===== src/rtl/exibe_onehot_7seg.sv =====
// ============================================================================
// exibe_onehot_7seg : registered one-hot to single hex digit 7-segment driver
//                     with empty/error classification, blanking and blink.
// Revision: 1.0
// ============================================================================
`default_nettype none

module exibe_onehot_7seg #(
  parameter int N          = 16,
  parameter int BLINK_DIV  = 25000000,
  parameter int ACTIVE_LOW = 1
) (
  input  logic         clock,
  input  logic         reset,
  input  logic [N-1:0] onehot,
  input  logic         carrega,
  input  logic         pisca,
  input  logic         apaga,
  output logic [6:0]   display,
  output logic [3:0]   indice,
  output logic         valido,
  output logic         erro
);

  localparam int          CW        = $clog2(BLINK_DIV);
  localparam logic [CW-1:0] C_CNT_MAX = CW'(BLINK_DIV - 1);
  localparam logic [6:0]  C_OFF_AL  = 7'b1111111;
  localparam logic [6:0]  C_DASH_AL = 7'b0111111;
  localparam logic [6:0]  C_BLANK   = (ACTIVE_LOW != 0) ? C_OFF_AL : ~C_OFF_AL;

  typedef enum logic [1:0] {
    VAZIO  = 2'd0,
    MOSTRA = 2'd1,
    ERRO   = 2'd2
  } state_t;

  state_t          r_state, w_state_d;
  logic [CW-1:0]   r_cnt, w_cnt_d;
  logic            r_phase, w_phase_d;
  logic [3:0]      w_indice_d;
  logic            w_valido_d, w_erro_d;
  logic [6:0]      w_seg_al, w_display_d;
  logic [4:0]      w_ones;
  logic [3:0]      w_pos;

  // Active-low glyphs, bit 6 = g ... bit 0 = a.
  function automatic logic [6:0] glyph(input logic [3:0] d);
    case (d)
      4'h0: glyph = 7'b1000000;
      4'h1: glyph = 7'b1111001;
      4'h2: glyph = 7'b0100100;
      4'h3: glyph = 7'b0110000;
      4'h4: glyph = 7'b0011001;
      4'h5: glyph = 7'b0010010;
      4'h6: glyph = 7'b0000010;
      4'h7: glyph = 7'b1111000;
      4'h8: glyph = 7'b0000000;
      4'h9: glyph = 7'b0010000;
      4'hA: glyph = 7'b0001000;
      4'hB: glyph = 7'b0000011;
      4'hC: glyph = 7'b1000110;
      4'hD: glyph = 7'b0100001;
      4'hE: glyph = 7'b0000110;
      default: glyph = 7'b0001110;
    endcase
  endfunction

  always_comb begin
    w_ones = '0;
    w_pos  = '0;
    for (int i = 0; i < N; i++) begin
      if (onehot[i]) begin
        w_ones = w_ones + 5'd1;
        w_pos  = 4'(i);
      end
    end
  end

  always_comb begin
    w_state_d  = r_state;
    w_indice_d = indice;
    w_valido_d = valido;
    w_erro_d   = erro;
    if (carrega) begin
      if (w_ones == 5'd0) begin
        w_state_d  = VAZIO;
        w_indice_d = 4'd0;
        w_valido_d = 1'b0;
        w_erro_d   = 1'b0;
      end else if (w_ones == 5'd1) begin
        w_state_d  = MOSTRA;
        w_indice_d = w_pos;
        w_valido_d = 1'b1;
        w_erro_d   = 1'b0;
      end else begin
        w_state_d  = ERRO;
        w_indice_d = 4'd0;
        w_valido_d = 1'b0;
        w_erro_d   = 1'b1;
      end
    end

    // Blink runs only while enabled; disabling parks it at the start of ON.
    w_cnt_d   = '0;
    w_phase_d = 1'b1;
    if (pisca) begin
      if (r_cnt == C_CNT_MAX) begin
        w_cnt_d   = '0;
        w_phase_d = ~r_phase;
      end else begin
        w_cnt_d   = r_cnt + CW'(1);
        w_phase_d = r_phase;
      end
    end

    case (w_state_d)
      MOSTRA:  w_seg_al = glyph(w_indice_d);
      ERRO:    w_seg_al = C_DASH_AL;
      default: w_seg_al = C_OFF_AL;
    endcase
    if (apaga || !w_phase_d) begin
      w_seg_al = C_OFF_AL;
    end
    w_display_d = (ACTIVE_LOW != 0) ? w_seg_al : ~w_seg_al;
  end

  always_ff @(posedge clock) begin
    if (reset) begin
      r_state <= VAZIO;
      indice  <= 4'd0;
      valido  <= 1'b0;
      erro    <= 1'b0;
      display <= C_BLANK;
      r_cnt   <= '0;
      r_phase <= 1'b1;
    end else begin
      r_state <= w_state_d;
      indice  <= w_indice_d;
      valido  <= w_valido_d;
      erro    <= w_erro_d;
      display <= w_display_d;
      r_cnt   <= w_cnt_d;
      r_phase <= w_phase_d;
    end
  end

endmodule

`default_nettype wire


===== config.mk =====
export PLATFORM = sky130hd
export DESIGN_NAME = exibe_onehot_7seg
export DESIGN_NICKNAME = d
export VERILOG_FILES = /design/src/rtl/exibe_onehot_7seg.sv
export SDC_FILE = /design/constraint.sdc
export NUM_CORES = 1
export LEC_CHECK = 0
export BUFFER_PORTS_ARGS = -buffer_cell sky130_fd_sc_hd__buf_2
export CAP_MARGIN = 40
export CORE_MARGIN = 1
export CORE_UTILIZATION = 40
export DETAILED_ROUTE_END_ITERATION = 7
export PLACE_DENSITY = 0.57
export SLEW_MARGIN = 10
export SYNTH_ARGS = -nofsm -noshare
export SYNTH_HDL_FRONTEND = slang
export SYNTH_SLANG_ARGS = --single-unit

===== constraint.sdc =====
create_clock -name clock -period 14.85 [get_ports clock]
set_input_delay 1.485 -clock clock [delete_from_list [all_inputs] [get_ports clock]]
set_output_delay 1.485 -clock clock [all_outputs]
set_load 0.05 [all_outputs]

Word level (Yosys, flattened, before mapping)
Memories as Yosys holds them, arrays and structs flattened.
Cells that the tools add are included.
{ "op_classes": {"addsub": 16, "n_eq_ne": 4, "mux": 44, "bitwise": 2, "n_reduce_logical": 5} }
{ "op_table": {"columns": ["cell", "n"], "rows": [
  ["$add 5x1->5 const B", 15],
  ["$mux 5", 15],
  ["$mux 4", 17],
  ["$add 25x1->25 const B", 1],
  ["$eq 25x25->1 const B", 1],
  ["$pmux 7 s2", 1],
  ["$mux 1", 8],
  ["$mux 2", 3],
  ["$eq 5x1->1 const B", 1],
  ["$logic_not 5->1", 1],
  ["$reduce_or 3->1", 1],
  ["$eq 2x1->1 const B", 1],
  ["$eq 2x2->1 const B", 1],
  ["$not 1->1", 2],
  ["$reduce_or 2->1", 1],
  ["$logic_not 1->1", 1],
  ["$logic_or 1x1->1", 1]
]} }
{ "word_totals": {"register_bits": 41, "mem_bits_ro": 112, "inputBits": 21, "out_inout_bits": 13, "memories": 1} }
{ "memory_table": {"columns": ["memory", "words", "word_bits", "rd", "rd_clocked_by_memory_dff", "write_ports", "line_no", "rtl"], "rows": [
  ["(no name shown)", 16, 7, 1, 0, 0, "48", "case (d)"]
]} }

Longest topological paths before layout
{ "depth": {"ltp_word": 37, "ltp_mapped": 55, "mapped_depth_nobuf": 54} }

Worst setup path before layout
OpenSTA, ideal clock, no wires.
{ "synth_timing": {"path_type": "input port to flip-flop", "from": "in onehot[0]", "to": "reg display[3]", "setup_time_ps": 130, "arrival_time_ps": 11284, "t_required_ps": 14720, "path_slack_ps": 3436, "stages": 53, "n_path_buf": 1, "path_cell_list": "inv_1 -> ha_1 -> xor2_2 -> ha_1 -> nand2_1 -> o31ai_1 -> ha_1 -> mux2_2 -> ha_1 -> nor2b_1 -> a21oi_1 -> or2_2 -> clkbuf_1 -> ha_1 -> nand2b_1 -> o21a_1 -> ha_1 -> mux2_2 -> [... 17 more ...] -> ha_1 -> nand2_1 -> o21ai_0 -> ha_1 -> inv_1 -> a221oi_1 -> ha_1 -> nand3b_1 -> a21oi_1 -> nand2_1 -> nor2_1 -> nand2_1 -> o2bb2ai_1 -> inv_1 -> ha_1 -> or2_0 -> a41oi_1 -> o31ai_1"} }
{ "synth_between": {"elab_chain_cells": 37, "word_cells_on_any_way": 43, "classes_between": "15 x add/sub; 3 x eq/ne; 23 x mux; 1 x reduce/logical; 1 x memory"} }
{ "synth_lines": {"columns": ["item", "line_no", "rtl"], "rows": [
  ["start, declared", "15", "input logic [N-1:0] onehot,"],
  ["$mux 1 *", "72", "if (onehot[i]) begin"],
  ["$add 5x1->5", "73", "w_ones = w_ones + 5'd1;"],
  ["$mux 5 *", "72", null],
  ["$add 5x1->5", "73", null],
  ["$mux 5 *", "72", null],
  ["$add 5x1->5", "73", null],
  ["$mux 5 *", "72", null],
  ["$add 5x1->5", "73", null],
  ["[... 22 more ...]", null, null],
  ["$mux 5 *", "72", null],
  ["$eq 5x1->1", "90", "end else if (w_ones == 5'd1) begin"],
  ["$mux 4", "90", null],
  ["$mux 4 *", "85", "if (w_ones == 5'd0) begin"],
  ["$mux 4 *", "84", "if (carrega) begin"],
  ["via w_indice_d[1]", "40", "logic [3:0] w_indice_d;"],
  ["$mem_v2 16x7 *", null, null],
  ["$pmux 7 s2 *", "116", "case (w_state_d)"],
  ["end signal, assigned", "141", "display <= w_display_d;"],
  ["end, declared", "19", "output logic [6:0] display,"]
]} }
The timed path passes the listed nets; every way through them passes the cells marked *.
A chain may end at the register's enable or synchronous reset.

Final worst setup path
Ends and elaborated chain as after synthesis.

==> flow_metrics.env <==
export IMPL_setup_viol=0
export IMPL_synth_edf_count=0
export IMPL_end_kind="register"
export IMPL_grt_ovfl_total=0
export IMPL_grt_pass1_wl_mm=14.00
export IMPL_htree_num_levels=2
export IMPL_cts_tree="built"
export IMPL_clockPowerShare_pct=12.7
export IMPL_crit_type="input port to register"
export IMPL_finalHoldViolCount=0
export IMPL_cts_resized=0
export IMPL_period_share_pct=83.85
export IMPL_min_from="r_cnt[0]$_SDFF_PP0_"
export IMPL_die_h_um=99.63
export IMPL_grt_pass1_vias=2992
export IMPL_tightest_slew_ns=0.9535
export IMPL_ys_ff_latch=41
export IMPL_status="finished clean"
export IMPL_hold_ws_ns=0.4647
export IMPL_synth_warnings=0
export IMPL_p_sw_mw=0.4164
export IMPL_ir_worst_vdd_v=0.0001605
export IMPL_drt_iter0_markers=132
export IMPL_dieArea_um2=9925
export IMPL_slew_headroom_pct=35.89
export IMPL_initial_utilization_pct=41.26
export IMPL_drc=0
export IMPL_antenna_cells=0
export IMPL_p_leak_nw=1.675
export IMPL_synth_area_um2=3812
export IMPL_core_um2=9240
export IMPL_first_pass_iters=4
export IMPL_antenna_found_initial=0
export IMPL_final_antenna_net_count=0
export IMPL_wire_per_inst_um=12.99
export IMPL_cts_setup_buffers=0
export IMPL_skew_ns=0.008047
export IMPL_cts_inserted_buffers=5
export IMPL_ys_top_cells_by_count="60 x nor2_1, 45 x nand2_1, 41 x dfxtp_1"
export IMPL_cp_required_ns=15.03
export IMPL_cap_violations=0
export IMPL_fin_crit_ns=12.45
export IMPL_fmax_mhz=80.31
export IMPL_rsz0062_at_grt="false"
export IMPL_synth_top_area_share_pct=21.53
export IMPL_grt_max_degree=26
export IMPL_synthTopCellsByArea="dfxtp_1 22%, ha_1 8.2%, xnor2_1 7.4%"
export IMPL_setup_tns_ns=0
export IMPL_pwr_share_seq_pct=15.7
export IMPL_r2r_cells=9
export IMPL_die_x_um=99.63
export IMPL_ys_types=68
export IMPL_final_max_slew_viol_count=0
export IMPL_ys_seq_area_share_pct=21.53
export IMPL_async_reset_ff_share_pct=0
export IMPL_place_congestion=0.8358
export IMPL_nets=532
export IMPL_io_pin_count=34
export IMPL_cp_startpoint="onehot[0]"
export IMPL_layout_drive_gt1_share_pct=14.17
export IMPL_crit_fanout=7
export IMPL_max_clock_path_buffers=2
export IMPL_syn_avg_cell_area_um2=8.146
export IMPL_min_path_type="register to register"
export IMPL_cts_root_buf="clkbuf_8"
export IMPL_rr_endpoint="display[5]$_SDFF_PP1_"
export IMPL_clkSlewWorstSetupHoldPaths_ns=0.08
export IMPL_rows=35
export IMPL_cp_common_cell="ha_1"
export IMPL_start_kind="input port"
export IMPL_cts_num_sinks=41
export IMPL_power_share_switching_pct=48.74
export IMPL_reg2reg_from="r_cnt[9]$_SDFF_PP0_"
export IMPL_instances_no_fill=616
export IMPL_drt_wl_total_mm=8.000
export IMPL_clock_latency_ns=0.30
export IMPL_syn_nets=514
export IMPL_grtUsageTotal_pct=17.09
export IMPL_final_fill_count=929
export IMPL_arrival_ns=12.63
export IMPL_netlist_instances=468
export IMPL_synth_most_common_cell="nor2_1"
export IMPL_p_per_area_nw_per_um2=203.8
export IMPL_yosysTopAreaCell="dfxtp_1"
export IMPL_p_int_mw=0.4380
export IMPL_r2r_slack_ns=12.11
export IMPL_dp_hpwl_mm=6.192
export IMPL_min_to="r_cnt[0]$_SDFF_PP0_"
export IMPL_vias=3182
export IMPL_power_share_combinational_pct=71.6
export IMPL_slowest_delay_ns=0.40
export IMPL_io_buffers=33
export IMPL_ys_flop_type="dfxtp_1"
export IMPL_critPathSlowestCell="o2bb2ai_1"
export IMPL_place_inst=608
export IMPL_vias_per_cell=5.166
export IMPL_postCtsHoldBufs=0
export IMPL_syn_to_final_growth_pct=9.944
export IMPL_whs_path_depth=1
==> kinds of logic (layout without fill, tap and decap cells) <==
family / count (synthesis) / after routing / synth area share (%)
mux: 14 / 14 / 3.807
flops: 41 / 41 / 21.53
fa+ha+maj: 26 / 26 / 8.467
xor+xnor: 72 / 72 / 21.50
buf+inv: 51 / 70 / 5.153
simple gates: 188 / 188 / 23.93
compound gates: 76 / 76 / 15.62
==> power groups by stage <==
stage | combinational, mW | sequential, mW | clock, mW
6_report | 0.612 | 0.134 | 0.108
5_1_grt | 0.680 | 0.136 | 0.115
4_1_cts | 0.612 | 0.135 | 0.111
3_5_place_dp | 0.607 | 0.137 | 0
3_3_place_gp | 0.597 | 0.137 | 0
2_1_floorplan | 0.456 | 0.185 | 0
==> state kept, by name (all words and copies together) (netlist names) <==
register / cells
r_state: 2
indice: 4
r_cnt: 25
valido: 1
display: 7
erro: 1
r_phase: 1
==> metrics by stage <==
stage	instance area, um2	total power [mW]	worst slack (ns)	util, %
after global routing	4192	0.9318	1.412	45.36
after global placement	4054	0.7338	2.531	43.87
final	4192	0.8544	2.398	45.36
after floorplan	3812	0.6409	3.436	-
after detailed placement	4054	0.7442	2.172	43.87
after CTS	4192	0.8577	2.455	45.36
==> placed cells by master (no fill, tap or decap), types with 3 or more instances in the layout <==
| master | n |
|---|---|
| a21oi_1 | 18 |
| a31oi_1 | 8 |
| a41oi_1 | 3 |
| and3_1 | 9 |
| and4_1 | 3 |
| buf_2 | 33 |
| clkbuf_8 | 5 |
| dfxtp_1 | 41 |
| ha_1 | 25 |
| inv_1 | 27 |
| mux2_2 | 4 |
| mux2i_1 | 10 |
| nand2_1 | 45 |
| nand3_1 | 20 |
| nand4_1 | 8 |
| nor2_1 | 60 |
| nor3_1 | 11 |
| nor3b_1 | 3 |
| nor4_1 | 4 |
| o21ai_0 | 7 |
| o21bai_1 | 4 |
| o22ai_1 | 4 |
| o31ai_1 | 8 |
| or2_2 | 3 |
| or3_1 | 4 |
| xnor2_1 | 32 |
| xnor2_2 | 4 |
| xnor3_1 | 5 |
| xor2_1 | 24 |
| xor2_2 | 3 |
==> critical path, delay by kind of cell <==
kind	cells	cell delay, ns
fa+ha+maj	15	4.72
compound gates	16	3.00
simple gates	12	1.67
mux	3	0.77
buf+inv	6	0.66
xor+xnor	2	0.33
==> cell type report <==
type,count,area [um2],share of cell area [%]
Multi-Input combinational cell,376,2795,66.69
Sequential cell,41,820.8,19.58
Timing Repair Buffer,33,165.2,3.940
Tap cell,129,161.4,3.851
Inverter,29,111.4,2.657
Clock buffer,5,68.82,1.642
Clock inverter,3,68.82,1.642
==> worst max-delay path by stage <==
stage,end,cells past startpoint
floorplan,display[3]$_SDFF_PP1_,53
global placement,display[3]$_SDFF_PP1_,54
detailed placement,display[3]$_SDFF_PP1_,54
CTS,display[3]$_SDFF_PP1_,54
global route,display[3]$_SDFF_PP1_,54
finish,display[3]$_SDFF_PP1_,54
==> metal layers <==
metal | global-route usage [%] | vias to the layer above | wire [um]
met5 | 0 | - | 0
met4 | 4.977 | 0 | 70
met3 | 1.827 | 5 | 196
met2 | 28.37 | 29 | 3707
met1 | 23.40 | 1486 | 4026
li1 | - | 1662 | -
(Power assumes the default switching activity.)
